## src/rtl/beamcon_loader_pkg.sv

```systemverilog
// beamcon_loader_pkg
//   Shared definitions for the beam-counter register loader:
//   - bus widths of the custom-register write port
//   - video mode encoding (PAL15k / NTSC15k / VGA31k / reserved)
//   - custom register addresses (address bits [8:1]) HTOTAL..BEAMCON0
//   - loader FSM state encoding
//   - one 8-entry (addr, data) table per supported mode; BEAMCON0 is
//     always the last entry so the new timing only takes effect once
//     every counter limit is already in place.
package beamcon_loader_pkg;

  localparam int ADDR_W = 8;
  localparam int DATA_W = 16;

  typedef enum logic [1:0] {
    MODE_PAL  = 2'b00,
    MODE_NTSC = 2'b01,
    MODE_VGA  = 2'b10,
    MODE_RSVD = 2'b11
  } mode_t;

  localparam logic [ADDR_W-1:0] REG_HTOTAL   = 8'hE0;
  localparam logic [ADDR_W-1:0] REG_HSSTOP   = 8'hE1;
  localparam logic [ADDR_W-1:0] REG_HBSTRT   = 8'hE2;
  localparam logic [ADDR_W-1:0] REG_HBSTOP   = 8'hE3;
  localparam logic [ADDR_W-1:0] REG_VTOTAL   = 8'hE4;
  localparam logic [ADDR_W-1:0] REG_VSSTOP   = 8'hE5;
  localparam logic [ADDR_W-1:0] REG_VBSTRT   = 8'hE6;
  localparam logic [ADDR_W-1:0] REG_BEAMCON0 = 8'hEE;

  typedef enum logic [1:0] {
    ST_IDLE     = 2'd0,
    ST_WAIT_EOF = 2'd1,
    ST_ISSUE    = 2'd2,
    ST_DONE     = 2'd3
  } state_t;

  typedef struct packed {
    logic [ADDR_W-1:0] addr;
    logic [DATA_W-1:0] data;
  } beam_entry_t;

  localparam beam_entry_t PAL_TABLE [0:7] = '{
    '{REG_HTOTAL,   16'h00E3},
    '{REG_HSSTOP,   16'h0013},
    '{REG_HBSTRT,   16'h0001},
    '{REG_HBSTOP,   16'h0021},
    '{REG_VTOTAL,   16'h0270},
    '{REG_VSSTOP,   16'h0005},
    '{REG_VBSTRT,   16'h0000},
    '{REG_BEAMCON0, 16'h0020}
  };

  localparam beam_entry_t NTSC_TABLE [0:7] = '{
    '{REG_HTOTAL,   16'h00E2},
    '{REG_HSSTOP,   16'h0013},
    '{REG_HBSTRT,   16'h0001},
    '{REG_HBSTOP,   16'h0021},
    '{REG_VTOTAL,   16'h020C},
    '{REG_VSSTOP,   16'h0005},
    '{REG_VBSTRT,   16'h0000},
    '{REG_BEAMCON0, 16'h0000}
  };

  localparam beam_entry_t VGA_TABLE [0:7] = '{
    '{REG_HTOTAL,   16'h0071},
    '{REG_HSSTOP,   16'h0008},
    '{REG_HBSTRT,   16'h0001},
    '{REG_HBSTOP,   16'h0011},
    '{REG_VTOTAL,   16'h020D},
    '{REG_VSSTOP,   16'h0002},
    '{REG_VBSTRT,   16'h0000},
    '{REG_BEAMCON0, 16'h1B88}
  };

endpackage

```

## src/rtl/beamcon_table.sv

```systemverilog
// beamcon_table
//   Purely combinational lookup of one loader entry.
//   Ports:
//     mode  in  2   latched video mode (reserved mode yields all-zero entry)
//     index in  3   entry number 0..7
//     addr  out 8   register address [8:1] of the entry
//     data  out 16  value to write
module beamcon_table
  import beamcon_loader_pkg::*;
(
  input  logic [1:0]        mode,
  input  logic [2:0]        index,
  output logic [ADDR_W-1:0] addr,
  output logic [DATA_W-1:0] data
);

  beam_entry_t entry;

  always_comb begin
    entry = '0;
    case (mode)
      MODE_PAL:  entry = PAL_TABLE[index];
      MODE_NTSC: entry = NTSC_TABLE[index];
      MODE_VGA:  entry = VGA_TABLE[index];
      default:   entry = '0;
    endcase
  end

  assign addr = entry.addr;
  assign data = entry.data;

endmodule

```

## src/rtl/beamcon_loader.sv

```systemverilog
// beamcon_loader
//   Loads the 8 beam-counter registers for a selected video mode through
//   the shared custom-register write port, interleaving with CPU writes.
//   The CPU always wins a clk7_en bus slot; the loader only uses slots the
//   CPU leaves free. All outputs are registered: a write granted on a
//   clk7_en cycle shows up on reg_wr/reg_address_out/data_out during the
//   following clk cycle, for exactly one cycle.
//
//   Optional feature (macro BEAMCON_LOADER_VBL_SYNC_EN):
//     defined   - after start the loader waits for eof before issuing, so
//                 the new timing lands at a frame boundary.
//     undefined - the loader issues straight after start; eof is ignored.
//
//   Ports:
//     clk             in   28 MHz bus clock
//     reset           in   synchronous, active-high
//     clk7_en         in   7 MHz bus slot qualifier
//     eof             in   end-of-frame pulse from the beam counter
//     start           in   one-cycle load request
//     mode            in   00 PAL15k, 01 NTSC15k, 10 VGA31k, 11 reserved
//     cpu_wr          in   CPU custom-register write request
//     cpu_addr        in   CPU register address [8:1]
//     cpu_data        in   CPU write data
//     reg_address_out out  shared register address [8:1] (0 when idle)
//     data_out        out  shared register write data (0 when idle)
//     reg_wr          out  write strobe
//     busy            out  load sequence in progress
//     done            out  one-cycle completion pulse
//     err             out  one-cycle pulse when start requests mode 11
module beamcon_loader
  import beamcon_loader_pkg::*;
(
  input  logic              clk,
  input  logic              reset,
  input  logic              clk7_en,
  input  logic              eof,
  input  logic              start,
  input  logic [1:0]        mode,
  input  logic              cpu_wr,
  input  logic [ADDR_W-1:0] cpu_addr,
  input  logic [DATA_W-1:0] cpu_data,
  output logic [ADDR_W-1:0] reg_address_out,
  output logic [DATA_W-1:0] data_out,
  output logic              reg_wr,
  output logic              busy,
  output logic              done,
  output logic              err
);

  state_t            state;
  logic [1:0]        mode_q;
  logic [2:0]        index;
  logic [ADDR_W-1:0] tbl_addr;
  logic [DATA_W-1:0] tbl_data;
  logic              slot_cpu;
  logic              slot_free;

  assign slot_cpu  = clk7_en & cpu_wr;
  assign slot_free = clk7_en & ~cpu_wr;

  beamcon_table u_table (
    .mode  (mode_q),
    .index (index),
    .addr  (tbl_addr),
    .data  (tbl_data)
  );

`ifndef BEAMCON_LOADER_VBL_SYNC_EN
  // Frame sync is compiled out, so the end-of-frame pulse has no consumer.
  logic unused_eof;
  assign unused_eof = eof;
`endif

  // Write port: CPU first, then a pending loader entry, else a quiet bus.
  always_ff @(posedge clk) begin
    if (reset) begin
      reg_wr          <= 1'b0;
      reg_address_out <= '0;
      data_out        <= '0;
    end else if (slot_cpu) begin
      reg_wr          <= 1'b1;
      reg_address_out <= cpu_addr;
      data_out        <= cpu_data;
    end else if (slot_free && (state == ST_ISSUE)) begin
      reg_wr          <= 1'b1;
      reg_address_out <= tbl_addr;
      data_out        <= tbl_data;
    end else begin
      reg_wr          <= 1'b0;
      reg_address_out <= '0;
      data_out        <= '0;
    end
  end

  // Sequencer: accepts a start only from IDLE, walks index 0..7 over the
  // free slots and never wraps; index 7 being written ends the sequence.
  always_ff @(posedge clk) begin
    if (reset) begin
      state  <= ST_IDLE;
      mode_q <= 2'b00;
      index  <= 3'd0;
      busy   <= 1'b0;
      done   <= 1'b0;
      err    <= 1'b0;
    end else begin
      done <= 1'b0;
      err  <= 1'b0;
      case (state)
        ST_IDLE: begin
          if (start) begin
            if (mode == MODE_RSVD) begin
              err <= 1'b1;
            end else begin
              mode_q <= mode;
              index  <= 3'd0;
              busy   <= 1'b1;
`ifdef BEAMCON_LOADER_VBL_SYNC_EN
              state  <= ST_WAIT_EOF;
`else
              state  <= ST_ISSUE;
`endif
            end
          end
        end
        ST_WAIT_EOF: begin
`ifdef BEAMCON_LOADER_VBL_SYNC_EN
          // Only an eof seen after the start cycle gets here, so a
          // coincident start/eof pair does not trigger the load.
          if (eof) begin
            state <= ST_ISSUE;
          end
`else
          state <= ST_IDLE;
          busy  <= 1'b0;
`endif
        end
        ST_ISSUE: begin
          if (slot_free) begin
            if (index == 3'd7) begin
              state <= ST_DONE;
            end else begin
              index <= index + 3'd1;
            end
          end
        end
        ST_DONE: begin
          done  <= 1'b1;
          busy  <= 1'b0;
          state <= ST_IDLE;
        end
        default: begin
          state <= ST_IDLE;
          busy  <= 1'b0;
        end
      endcase
    end
  end

endmodule

```

## config.mk

```make
export PLATFORM = sky130hd
export DESIGN_NAME = beamcon_loader
export DESIGN_NICKNAME = d
export VERILOG_FILES = /design/src/rtl/beamcon_loader_pkg.sv /design/src/rtl/beamcon_table.sv /design/src/rtl/beamcon_loader.sv
export SDC_FILE = /design/constraint.sdc
export NUM_CORES = 1
export LEC_CHECK = 0
export CORE_ASPECT_RATIO = 1.4
export CORE_MARGIN = 2
export CORE_UTILIZATION = 40
export DETAILED_ROUTE_END_ITERATION = 16
export PLACE_DENSITY = 0.73
export SKIP_CTS_REPAIR_TIMING = 1
export SLEW_MARGIN = 30
export SYNTH_ARGS = -nofsm -noshare
export SYNTH_HDL_FRONTEND = slang
export SYNTH_SLANG_ARGS = --single-unit
```

## constraint.sdc

```tcl
create_clock -name clk -period 1.8 [get_ports clk]
set_input_delay 0.27 -clock clk [delete_from_list [all_inputs] [get_ports clk]]
set_output_delay 0.27 -clock clk [all_outputs]
set_load 0.02 [all_outputs]
```

==> flow_metrics.tcl <==
set metrics [dict create \
    final_min_period_over_clock_period_pct 89.4 \
    tritoncts_clock_tree "done" \
    buffer_cell_driving_the_clock_tree_root "sky130_fd_sc_hd__clkbuf_8" \
    fraction_of_synthesized_cell_area_taken_by_the_top_area_cell_type_pct 47.3 \
    vias_in_the_first_global_route 1335 \
    critical_path_class "flop to flop" \
    layout.nets 251 \
    max-clock-path-buffers 2 \
    post-route-drc-count 0 \
    initial_utilization_pct 41.0 \
    power-per-cell-area_nw_per_um2 734 \
    post_synth_mux_area_share_pct 2.79 \
    detailedRoute.firstIterationViolations 22 \
    slew_at_the_pin_closest_to_its_max_slew_limit_ns 0.620 \
    die_area_um2 4210 \
    leakage_nw 0.890 \
    status "finished clean" \
    grt_start_max_net_pins 20 \
    vdd_drop_max_mv 0.482 \
    synth_sequential_area_ratio_pct 47.3 \
    critPathMaxFanout 9 \
    grt_overflow_total 0 \
    async_flop_share_pct 0 \
    synth_area_per_cell_um2 9.80 \
    cell_count_after_synthesis 151 \
    synthesis.yosys.warnings 0 \
    floorplan.die.height_um 76.0 \
    final_layout_setup_total_negative_slack_ns 0 \
    synth_ff_type "sky130_fd_sc_hd__dfxtp_1" \
    finalWirelength_mm 3.58 \
    layout_common_cells "sky130_fd_sc_hd__clkdlybuf4s50_1, sky130_fd_sc_hd__dfxtp_1, sky130_fd_sc_hd__nand2_1" \
    antenna_violations_before_repair 0 \
    startpoint_type "flop" \
    worst_ep_arrival_time_ns 1.77 \
    report.final.slew_viol_count 0 \
    globalplace.congestion 0.820 \
    synth-edff-count 0 \
    synth-xor-area-share_pct 0 \
    boundaryPins 60 \
    detail_route.first_pass.iterations 5 \
    clock_sink_count 35 \
    core.rowCount 26 \
    drt-wirelength-per-cell_um 13.9 \
    yosys.area_share.simple_pct 22.1 \
    timing.final.setup_violations 0 \
    fin_skew_ns 0.00527 \
    r2r.worst_path.cells 4 \
    cap_violations 0 \
    synth_compound_area_share_pct 20.9 \
    syn-num-nets 187 \
    clock.fmax_mhz 622 \
    insertion_delay_ns 0.28 \
    utilization_pct 61.9 \
    post-dp-hpwl_mm 2.74 \
    cell_types_occupying_the_most_area_after_synthesis "sky130_fd_sc_hd__dfxtp_1, sky130_fd_sc_hd__a22o_1, sky130_fd_sc_hd__ha_1, sky130_fd_sc_hd__nand2b_1, sky130_fd_sc_hd__and2_1" \
    diode_count 0 \
    clkSlewWorstSetupHoldPaths_ns 0.06 \
    grt_setup_unrepaired "false" \
    drive_gt1_share_pct 9.77 \
    hold_crit_depth 3 \
    synth_top_cell_by_area "sky130_fd_sc_hd__dfxtp_1" \
    htreeDepth 2 \
    timing.final.hold_violations 0 \
    fp.coreArea_um2 3610 \
    holdCritPathClass "input pin to flop" \
    synth_adder_area_share_pct 3.38 \
    cp.required_ns 1.96 \
    num_vias 1306 \
    syn-cell-area_um2 1480 \
    tritoncts_buffers 5 \
    postRouteAntennaNets 0 \
    global_route.usage.total_pct 18.6 \
    synth_top_family_by_area "simple AND/OR/NAND/NOR gates" \
    ys_types 40 \
    finalWorstPathRequiredPeriod_ns 1.61 \
    synth-seq-cells 35 \
    area_growth_pct 51.1 \
    mostFrequentLayoutCell "sky130_fd_sc_hd__clkdlybuf4s50_1" \
    global_route_wire_length_before_repair_mm 6.20 \
    vias_per_cell 5.08 \
    timing.max_slew.rel_slack_pct 58.6 \
    die_width_um 55.4 \
    port_buffers 58 \
    worst_setup_path_end_kind "flop" \
]
[state kept, by name, indices dropped and copies added, names as in the netlist]
register         count
busy                 1
index                3
done                 1
data_out            16
err                  1
reg_wr               1
reg_address_out      8
state                2
mode_q               2
[per-stage QoR]
stage	power, mW	hold WS (ns)	cell area (um^2)	std cells	worst slack [ns]
final	1.64	0.544	2240	257	0.192
after global routing	1.73	0.532	2240	257	0.0505
after CTS	1.67	0.537	2240	257	0.225
after detailed placement	1.11	0.547	2150	250	0.00693
after global placement	1.10	0.525	2150	250	0.0468
after floorplan	0.960	0.380	1480	151	0.315
[Yosys cell counts (all sizes together), types with 3 or more instances]
| library cell | number |
|---|---|
| ha | 4 |
| a22o | 8 |
| dfxtp | 35 |
| nor4 | 4 |
| and2 | 6 |
| a21oi | 7 |
| clkbuf | 6 |
| nor2b | 3 |
| o21ai | 8 |
| nor3b | 3 |
| buf | 3 |
| nand2 | 10 |
| a21o | 4 |
| nor2 | 5 |
| mux2i | 3 |
| or2 | 3 |
| o22ai | 3 |
| a32o | 3 |
| inv | 4 |
| nand2b | 8 |
[report_power, final]
part / total (mW) / internal [mW] / switching, mW
combinational: 0.265 / 0.157 / 0.108
sequential: 0.824 / 0.802 / 0.0219
clock: 0.552 / 0.300 / 0.252
[cell type report]
| class | instances | area, um^2 |
|---|---|---|
| clock inverters | 1 | 5.00 |
| inverters | 4 | 15.0 |
| fillers | 313 | 1380 |
| flip-flops and latches | 35 | 701 |
| well taps | 42 | 52.6 |
| clock buffers | 6 | 82.6 |
| multi-input cells | 103 | 727 |
| repair buffers | 66 | 653 |
[cell families after synthesis]
logic type | Yosys count
adder cells (fa/ha/maj) | 4
flip-flops | 35
buffers and inverters | 13
AO/OA/AOI/OAI | 41
AND/OR/NAND/NOR | 54
multiplexers | 4
[critical path, stage by stage (launching register included)]
cell,delay [ns]
sky130_fd_sc_hd__dfxtp_1,0.51
sky130_fd_sc_hd__inv_1,0.12
sky130_fd_sc_hd__ha_1,0.40
sky130_fd_sc_hd__o21ai_0,0.12
sky130_fd_sc_hd__a221o_1,0.33
[routing by layer]
metal | global-route usage [%] | vias to the layer above | share of wire [%]
met1 | 20.2 | 596 | 41
met5 | 0 | - | 0
met3 | 5.94 | 4 | 5.4
met4 | 8.54 | 0 | 1.2
li1 | - | 665 | -
met2 | 32.3 | 41 | 52
[final timing paths]
kind | start | end | slack [ns]
worst max-delay path | index[1] | data_out[4] | 0.19
worst min-delay path | cpu_data[3] | data_out[3] | 0.54
worst max register to register | index[1] | data_out[4] | 0.19
worst min register to register | state[1] | done | 0.55
No activity file was read; power rests on OpenSTA's default activity.
